**src/rtl/sift_out_adder_ctrl.sv**
```systemverilog
// -----------------------------------------------------------------------------
// sift_out_adder_ctrl
//
// Shares one sift_out_adder between two requesters. A round-robin arbiter
// picks a requester in IDLE, the operands are registered onto the adder and
// held for the settle latency, the adder result is captured, and it is
// returned to the winner over a valid/ready response channel. The block also
// sequences the adder's K control: K=1 for the first operation after reset or
// re-init, K=0 afterwards.
//
// Parameters
//   WIDTH  operand/sum width (must match the adder's adder_width)
//   LAT    cycles from stable operands to valid sum/cout, 1..15
//   CNT_W  width of the completed-operation counter
//
// Ports
//   clk, rst                 clock, asynchronous active-high reset
//   req{0,1}_valid/ready     request handshake per requester
//   req{0,1}_a/_b/_cin       request operands per requester
//   rsp{0,1}_valid/ready     response handshake per requester
//   rsp_sum, rsp_cout        captured result, shared by both responses
//   reinit                   pulse: next operation runs with K=1
//   add_in1/in2/cin, add_K   drive the shared adder
//   add_sum, add_cout        adder result
//   busy                     high whenever not IDLE
//   op_count                 completed operations, saturating
// -----------------------------------------------------------------------------
module sift_out_adder_ctrl #(
    parameter int WIDTH = 32,
    parameter int LAT   = 1,
    parameter int CNT_W = 16
) (
    input  logic             clk,
    input  logic             rst,
    input  logic             req0_valid,
    output logic             req0_ready,
    input  logic [WIDTH-1:0] req0_a,
    input  logic [WIDTH-1:0] req0_b,
    input  logic             req0_cin,
    input  logic             req1_valid,
    output logic             req1_ready,
    input  logic [WIDTH-1:0] req1_a,
    input  logic [WIDTH-1:0] req1_b,
    input  logic             req1_cin,
    output logic             rsp0_valid,
    input  logic             rsp0_ready,
    output logic             rsp1_valid,
    input  logic             rsp1_ready,
    output logic [WIDTH-1:0] rsp_sum,
    output logic             rsp_cout,
    input  logic             reinit,
    output logic [WIDTH-1:0] add_in1,
    output logic [WIDTH-1:0] add_in2,
    output logic             add_cin,
    output logic             add_K,
    input  logic [WIDTH-1:0] add_sum,
    input  logic             add_cout,
    output logic             busy,
    output logic [CNT_W-1:0] op_count
);

    localparam logic [1:0] S_IDLE = 2'd0;
    localparam logic [1:0] S_EXEC = 2'd1;
    localparam logic [1:0] S_RESP = 2'd2;

    localparam logic [3:0]       LAT_C   = 4'(LAT);
    localparam logic [CNT_W-1:0] CNT_MAX = '1;

    logic [1:0] state;
    logic       rr_favor1;    // 1: req1 wins a tie
    logic       grant_id;     // requester owning the in-flight operation
    logic [3:0] settle_cnt;
    logic       init_done;    // first K=1 operation has completed
    logic       reinit_pend;  // reinit seen while an operation was in flight
    logic       pick1;
    logic       accept;
    logic       rsp_hs;

    // A lone valid requester wins; on a tie the rr pointer decides.
    assign pick1 = req1_valid && (!req0_valid || rr_favor1);

    // Ready is gated by rst so that it is also 0 while reset is held.
    assign req0_ready = !rst && (state == S_IDLE) && req0_valid && !pick1;
    assign req1_ready = !rst && (state == S_IDLE) && pick1;
    assign accept     = req0_ready || req1_ready;

    assign rsp0_valid = (state == S_RESP) && !grant_id;
    assign rsp1_valid = (state == S_RESP) &&  grant_id;
    assign rsp_hs     = (rsp0_valid && rsp0_ready) || (rsp1_valid && rsp1_ready);

    assign busy  = (state != S_IDLE);
    assign add_K = ~init_done;

    // NOTE: state registers use non-blocking assignments so every flop samples
    // the pre-edge values regardless of statement order in the block.
    always_ff @(posedge clk or posedge rst) begin
        if (rst) begin
            // NOTE: every register, including the datapath operand and result
            // holding registers, is reset so outputs are defined immediately.
            state       <= S_IDLE;
            rr_favor1   <= 1'b0;
            grant_id    <= 1'b0;
            settle_cnt  <= '0;
            init_done   <= 1'b0;
            reinit_pend <= 1'b0;
            add_in1     <= '0;
            add_in2     <= '0;
            add_cin     <= 1'b0;
            rsp_sum     <= '0;
            rsp_cout    <= 1'b0;
            op_count    <= '0;
        end else begin
            case (state)
                S_IDLE: begin
                    if (reinit) begin
                        init_done <= 1'b0;
                    end
                    if (accept) begin
                        add_in1    <= pick1 ? req1_a   : req0_a;
                        add_in2    <= pick1 ? req1_b   : req0_b;
                        add_cin    <= pick1 ? req1_cin : req0_cin;
                        grant_id   <= pick1;
                        rr_favor1  <= !pick1;
                        settle_cnt <= '0;
                        state      <= S_EXEC;
                    end
                end
                S_EXEC: begin
                    if (reinit) begin
                        reinit_pend <= 1'b1;
                    end
                    settle_cnt <= settle_cnt + 4'd1;
                    // Counter starts at 0 on entry, so EXEC lasts LAT+1 cycles.
                    if (settle_cnt == LAT_C) begin
                        rsp_sum  <= add_sum;
                        rsp_cout <= add_cout;
                        state    <= S_RESP;
                    end
                end
                S_RESP: begin
                    if (reinit) begin
                        reinit_pend <= 1'b1;
                    end
                    if (rsp_hs) begin
                        // A pending (or same-cycle) reinit overrides the set so
                        // the following operation runs with K=1 again.
                        init_done   <= !(reinit_pend || reinit);
                        reinit_pend <= 1'b0;
                        if (op_count != CNT_MAX) begin
                            op_count <= op_count + 1'b1;
                        end
                        state <= S_IDLE;
                    end
                end
                default: state <= S_IDLE;
            endcase
        end
    end

endmodule

```
**config.mk**
```make
export PLATFORM = sky130hd
export DESIGN_NAME = sift_out_adder_ctrl
export DESIGN_NICKNAME = d
export VERILOG_FILES = /design/src/rtl/sift_out_adder_ctrl.sv
export SDC_FILE = /design/constraint.sdc
export NUM_CORES = 1
export LEC_CHECK = 0
export CAP_MARGIN = 20
export CELL_PAD_IN_SITES_DETAIL_PLACEMENT = 0
export CELL_PAD_IN_SITES_GLOBAL_PLACEMENT = 1
export CORE_ASPECT_RATIO = 1.4
export CORE_MARGIN = 2
export CORE_UTILIZATION = 33
export CTS_BUF_LIST = sky130_fd_sc_hd__clkbuf_2
export DETAILED_ROUTE_END_ITERATION = 8
export GPL_ROUTABILITY_DRIVEN = 0
export GPL_TIMING_DRIVEN = 0
export PLACE_DENSITY = 0.95
export REMOVE_ABC_BUFFERS = 1
export SLEW_MARGIN = 0
export SYNTH_ARGS = -nofsm -noshare
export SYNTH_HDL_FRONTEND = slang
export SYNTH_SLANG_ARGS = --single-unit
```
**constraint.sdc**
```tcl
create_clock -name clk -period 9.01 [get_ports clk]
set_input_delay 1.3515 -clock clk [delete_from_list [all_inputs] [get_ports clk]]
set_output_delay 1.3515 -clock clk [all_outputs]
set_load 0.01 [all_outputs]
```
; ---- After elaboration in Yosys (flattened, before gate mapping)
; Index checks and enable logic that the tools add are counted.
; W data, S select, Z words.
[totals]
register_bits = 124
latchBits = 0
ramBits = 0
romBits = 0
in_bits = 170
word_cells = 67
n_memories = 0
[classes]
add_sub_neg = 2
mul = 0
div_mod_pow = 0
n_lt_le_gt_ge = 0
eq_ne = 8
shifts = 0
muxes = 15
bitwise_logic = 1
reduce_logical = 29
[op_table]
columns = op, count
row1 = $mux W32, 2
row2 = $add A16 B1 Y16 const B, 1
row3 = $ne A16 B16 Y1 const B, 1
row4 = $logic_and A1 B1 Y1, 9
row5 = $reduce_and A3 Y1, 3
row6 = $ne A2 B2 Y1 const B, 4
row7 = $pmux W4 S2, 1
row8 = $reduce_bool A2 Y1, 4
row9 = $mux W2, 3
row10 = $pmux W2 S3, 1
row11 = $reduce_and A2 Y1, 3
row12 = $logic_not A1 Y1, 5
row13 = $mux W1, 5
row14 = $add A4 B1 Y4 const B, 1
row15 = $eq A4 B1 Y1 const B, 1
row16 = $logic_or A1 B1 Y1, 4
row17 = $mux W4, 1
row18 = $pmux W1 S2, 2
row19 = $eq A2 B1 Y1 const B, 1
row20 = $eq A2 B2 Y1 const B, 1
row21 = $logic_not A2 Y1, 1
row22 = $not A1 Y1, 1

; ---- Depth between registers and ports, before layout
[logic_depth]
word_depth = 8
ltp_mapped = 8

; ---- Least setup slack after synthesis
; No wires, ideal clock.
[synth_path]
path_kind = in2out
start = in req0_valid
end = out req0_ready
t_arrival_ns = 2.311
slack_ns = 5.348
path_stages = 5
path_buffers = 2
cell_sequence = inv_1 -> o21ai_1 -> buf_2 -> buf_2 -> and3_1
[synth_via]
elab_chain_cells = 5
[synth_rtl]
columns = item, line_no
row1 = start: declaration, 35  ; input logic req0_valid,
row2 = $logic_not A1 Y1, 80  ; assign pick1 = req1_valid && (!req0_valid || rr_favor1);
row3 = $logic_or A1 B1 Y1, 80
row4 = $logic_and A1 B1 Y1, 80
row5 = $logic_not A1 Y1, 83  ; assign req0_ready = !rst && (state == S_IDLE) && req0_valid && !pick1;
row6 = $logic_and A1 B1 Y1 (*), 83
row7 = end: declaration, 36  ; output logic req0_ready,
; Every way passes the cells marked *; elsewhere a longest branch is shown, timed or not.

; ---- Worst setup path in the final report
; Same ends and word-level chain as after synthesis.

==> results_dict.tcl <==
set metrics [dict create \
    max_cap_viol_count 0 \
    synthCells 493 \
    top_layer "met4" \
    finalClockSkew_ns 0.0212 \
    cpMostUsedCell "clkdlybuf4s50_1" \
    cts_sinks 124 \
    ys_seq_elements 124 \
    dr_wl_met3_microns 1130 \
    core_area_sq_um 16700 \
    slew_headroom_pct 37.9 \
    cts-resized-gates 0 \
    track_usage_pct 17.9 \
    ctsHtreeMaxLevel 4 \
    preCtsSetupSlack_ns 4.11 \
    criticalPathCategory "input pin to primary output" \
    fin_crit_sh_pct 54.6 \
    area_growth_pct 60.8 \
    io_pins 290 \
    nFillCells 1497 \
    cts_made_buffers 17 \
    die-area_sq_um 18100 \
    async_flop_share_pct 100 \
    synth_edf_count 0 \
    dp_hpwl_microns 12100 \
    worst-path-buf-inv 4 \
    ys_warn_count 0 \
    drt_iter0_drc 204 \
    fin_crit_ns 4.92 \
    critPathArrivalTime_ns 3.56 \
    slew_viol_final 0 \
    worst_ep_required_time_ns 7.66 \
    place.port_buffers 289 \
    yosysUniqueCellTypes 45 \
    routedWlPerCell_microns 16.1 \
    max_stage_delay_ns 0.55 \
    antenna_found_initial 1 \
    startpoint_type "input pin" \
    mostFrequentLayoutCells "289 x clkdlybuf4s50_1, 124 x dfrtp_1, 72 x nor2_1, 72 x a21oi_1, 66 x mux2i_1" \
    crit_chain "clkdlybuf4s50_1 > inv_1 > o21ai_4 > buf_12 > and3_1 > clkdlybuf4s50_1" \
    nets 960 \
    fin_tns_setup_ns 0 \
    ant_nets 0 \
    critPathCaptureType "primary output" \
    peakVddDrop_uv 151 \
    synth_area_per_cell_sq_um 11.4 \
    path_max_fanout 22 \
    drc_errors 0 \
    ys_seq_area_share_pct 55.3 \
    clkTransAtPathRegs_ns 0.19 \
    multiInputGateArea_sq_um 2370 \
    post_cts_buffers 0 \
    hold_buffers 0 \
    routed_wl_microns 16100 \
    start_util_pct 33.7 \
    vias 4749 \
    drive_gt1_share_pct 11.2 \
    hp-class "flop to flop" \
    final-seq-area_sq_um 3100 \
    wl_met2_microns 8300 \
    finalSetupViolCount 0 \
    clock_latency_ns 0.67 \
    dr.pass1.iters 4 \
    path_delay_family "buffers and inverters" \
    vias_per_cell 4.75 \
    crit_path_top_delay_cell "clkdlybuf4s50_1" \
    grt_max_degree 70 \
    fin_ws_ns 4.09 \
    grt_pass1_vias 4928 \
    final_common_cell "clkdlybuf4s50_1" \
    synth_top_flop_cell "dfrtp_1" \
    synthesis.area_sq_um 5610 \
    grt-ovfl-total 0 \
    rsz0062_at_grt "no" \
    hold_slack_ns 0.509 \
    worst_pin_slew_ns 0.929 \
    fmax_mhz 203 \
    row_count 56 \
    hold_violations 0 \
    outcome "completed" \
    grt_pass1_wl_microns 24800 \
    leakage_nw 3.89 \
    power.density_nw_per_um2 269 \
    clk_path_buf_depth 2 \
    root_buffer "clkbuf_2" \
    die_h_microns 158 \
    cts_tree "done" \
    fin_util_pct 54.1 \
    wl_met1_microns 6180 \
    p_total_mw 2.42 \
    die_w_microns 114 \
]
[logic make-up after synthesis]
group	Yosys count	synth area share, %
flops	124	55.3
simple gates	123	10.9
mux	102	19.0
compound gates	88	8.27
buf+inv	35	2.81
xor+xnor	14	2.19
fa+ha+maj	7	1.56
[registers in the layout (all words and copies together), names as in the netlist]
register and cells:
add_cin 1, reinit_pend 1, add_in1 32, settle_cnt 4
op_count 16, rsp_sum 32, init_done 1, grant_id 1
rsp_cout 1, state 2, rr_favor1 1, add_in2 32
[metrics by stage]
stage               instance area [sq um]  std cells
global placement                     8630        959
finish                               9020        999
CTS                                  9020        998
detailed placement                   8830        967
global route                         9020        999
floorplan                            5490        467
[synthesized netlist by cell type, types with 2 or more instances]
cell type | count | area, sq um
xor2_1 | 13 | 114
nand3_1 | 4 | 20.0
nor3_1 | 3 | 15.0
ha_1 | 7 | 87.6
clkbuf_1 | 14 | 52.6
buf_2 | 10 | 50.1
mux2i_1 | 66 | 661
nand4_1 | 7 | 43.8
dfrtp_1 | 124 | 3100
or2_2 | 2 | 12.5
nand2_1 | 13 | 48.8
and3_1 | 2 | 12.5
nor2b_1 | 2 | 12.5
mux2_2 | 35 | 394
nor4_4 | 2 | 42.5
a21oi_1 | 72 | 360
nor2_1 | 73 | 274
a31oi_1 | 2 | 12.5
nor4_1 | 2 | 12.5
o21ai_0 | 7 | 35.0
inv_1 | 9 | 33.8
[power by group]
part / total [mW] / internal (mW) / switching (mW)
clock network: 0.309 / 0.0973 / 0.212
logic: 1.18 / 0.685 / 0.498
registers: 0.933 / 0.794 / 0.139
total: 2.42 / 1.58 / 0.848
[area by class of cell]
type | instances | share of cell area [%]
repair buffers | 297 | 33.9
clock inverters | 12 | 1.11
clock buffers | 19 | 1.05
inverters | 9 | 0.430
well taps | 203 | 2.81
flip-flops and latches | 124 | 34.4
multi-input cells | 334 | 26.3
diodes | 1 | 0.0277
[routing by layer]
metal	up-vias	GRT usage, %
li1	2314	-
met1	2211	18.9
met2	192	32.1
met3	32	6.05
met4	0	8.36
met5	-	0
[path summary, 6_finish.rpt]
| path | from | end | slack, ns | cells past startpoint |
|---|---|---|---|---|
| max | req0_valid | req0_ready | 4.09 | 6 |
| max in group asynchronous | rst | add_in1[6] | 7.11 | 3 |
| max reg2reg | settle_cnt[1] | rsp_sum[16] | 6.63 | 5 |
| min in group asynchronous | rst | settle_cnt[3] | 1.18 | 2 |
| min | op_count[15] | op_count[15] | 0.51 | 1 |
| min reg2reg | op_count[15] | op_count[15] | 0.51 | 1 |
[worst reg2reg max path, delay by kind of cell, from the launching register on]
kind,cells,cell delay [ns]
adder cells (fa/ha/maj),1,0.12
buffers and inverters,1,0.07
flip-flops,1,0.45
multiplexers,1,0.45
AND/OR/NAND/NOR,2,1.21
(Power assumes the default switching activity.)
==> edit, RTL diff (same settings) <==
`CNT_W`: 16 -> 20.
--- a/src/rtl/sift_out_adder_ctrl.sv
+++ b/src/rtl/sift_out_adder_ctrl.sv
@@ -29,5 +29,5 @@
     parameter int WIDTH = 32,
     parameter int LAT   = 1,
-    parameter int CNT_W = 16
+    parameter int CNT_W = 20
 ) (
     input  logic             clk,
Ports: changed (resized op_count); port bits go from 290 to 294. No check against the original RTL was run, so the function may have changed too.
==> edit against the unedited design <==
- sequential cell count up 4
- sequential share of layout area up 0.91 points
- critical endpoint is now req1_ready
- clock skew up 0.025 ns
- synthesized area down 0.27%
- synthesized cell count up 4.1%
- total power down 0.14%
- largest power group unchanged
- worst setup slack worse by 0.20 ns
- global-route usage up 0.057 points
- die area down 0.26%
- wire length up 1.9%
- non-clock buffer count up 6
- clock power up 15%
- final area up 0.55%
==> edit: results (changes against the unedited design) <==
metric,value,unit,change
GRT Total Usage,0.180,,+0.000569
fillers,1491,,-0.40%
maximum vdd drop,126,uV,-17%
crit-path max cell delay,0.78,ns,+0.23 ns
grt met3 use,0.0632,,+0.00264
final net count,987,,+2.8%
"Distinct cells, synth",39,,-13%
met2 WL,8430,um,+1.6%
routed wl met3,1330,um,+17%
pre-CTS setup slack,3.89,ns,-0.221 ns
vias in the first global route,4999,,+1.4%
met1 usage,0.210,,+0.0210
initial DRC count,189,,-7.4%
Worst Max-Slew Pin Slew,0.926,ns,-0.00315 ns
first-pass GRT wire length,25300,um,+2.2%
"Seq/Total Area, Yosys",0.572,,+0.0194
Leak,3.97,nW,+2.1%
clk_skew,0.0457,ns,+0.0245 ns
largest net degree at the start of global routing,83,,+19%
Worst Setup SP,rst,,
final wirelength,16400,um,+1.9%
met2 GRT Util,0.309,,-0.0122
status,completed,,
commonest cells in the netlist,"dfrtp_1 (128), nand2_1 (128), a22oi_1 (52)",,
hold wc startpoint,add_in1[28]$_DFFE_PP0P_,,
Critical Path AT,3.77,ns,+0.21 ns
DR vias,4988,,+5.0%
hpwl dp,12100,um,-0.71%
WL met1,6370,um,+3.1%
[edit: metrics by stage]
stage	hold slack, ns	cell area (sq um)	instances	TNS (ns)	utilization
2_1_floorplan	0.478	5500	488	0	-
3_3_place_gp	0.462	8680	984	-163.93	0.521
3_5_place_dp	0.470	8840	993	0	0.530
4_1_cts	0.512	9070	1024	0	0.544
5_1_grt	0.535	9070	1026	0	0.544
6_report	0.506	9070	1026	0	0.544
[edit: path summary, 6_finish.rpt]
path                       slack [ns]                 endpoint  depth (start not counted)
max in group asynchronous        7.08   rsp_sum[5]$_DFFE_PP0P_                          3
setup / recovery                 3.89               req1_ready                          4
hold reg to reg                  0.51  add_in1[28]$_DFFE_PP0P_                          2
hold / removal                   0.51  add_in1[28]$_DFFE_PP0P_                          2
setup reg to reg                 6.58   add_in1[7]$_DFFE_PP0P_                          7
min in group asynchronous        1.16  add_in1[15]$_DFFE_PP0P_                          2
[edit: final cells by class]
class	count	area [sq um]	area share
timing repair buffer	303	3060	0.338
multi-input combinational	350	2280	0.251
inverter	10	42.5	0.00469
tap	203	254	0.0280
clock inverter	14	143	0.0157
sequential	128	3200	0.353
antenna	1	2.50	0.000276
clock buffer	17	85.1	0.00938
[edit: power breakdown]
group | internal, mW | total, mW | switching [mW]
clock | 0.124 | 0.355 | 0.231
combinational | 0.657 | 1.12 | 0.463
sequential | 0.805 | 0.946 | 0.141
[edit: logic make-up (layout without fill, tap and decap cells)]
family / after synthesis / in the layout / synth area share
and+or+nand+nor: 173 / 173 / 0.133
adders and majority gates: 7 / 7 / 0.0156
other: 0 / 1 / 0
buffers and inverters: 35 / 344 / 0.0246
xor gates and xnor gates: 16 / 16 / 0.0250
DFF: 128 / 128 / 0.572
AOI/OAI and AO/OA: 100 / 100 / 0.125
muxes: 54 / 54 / 0.105
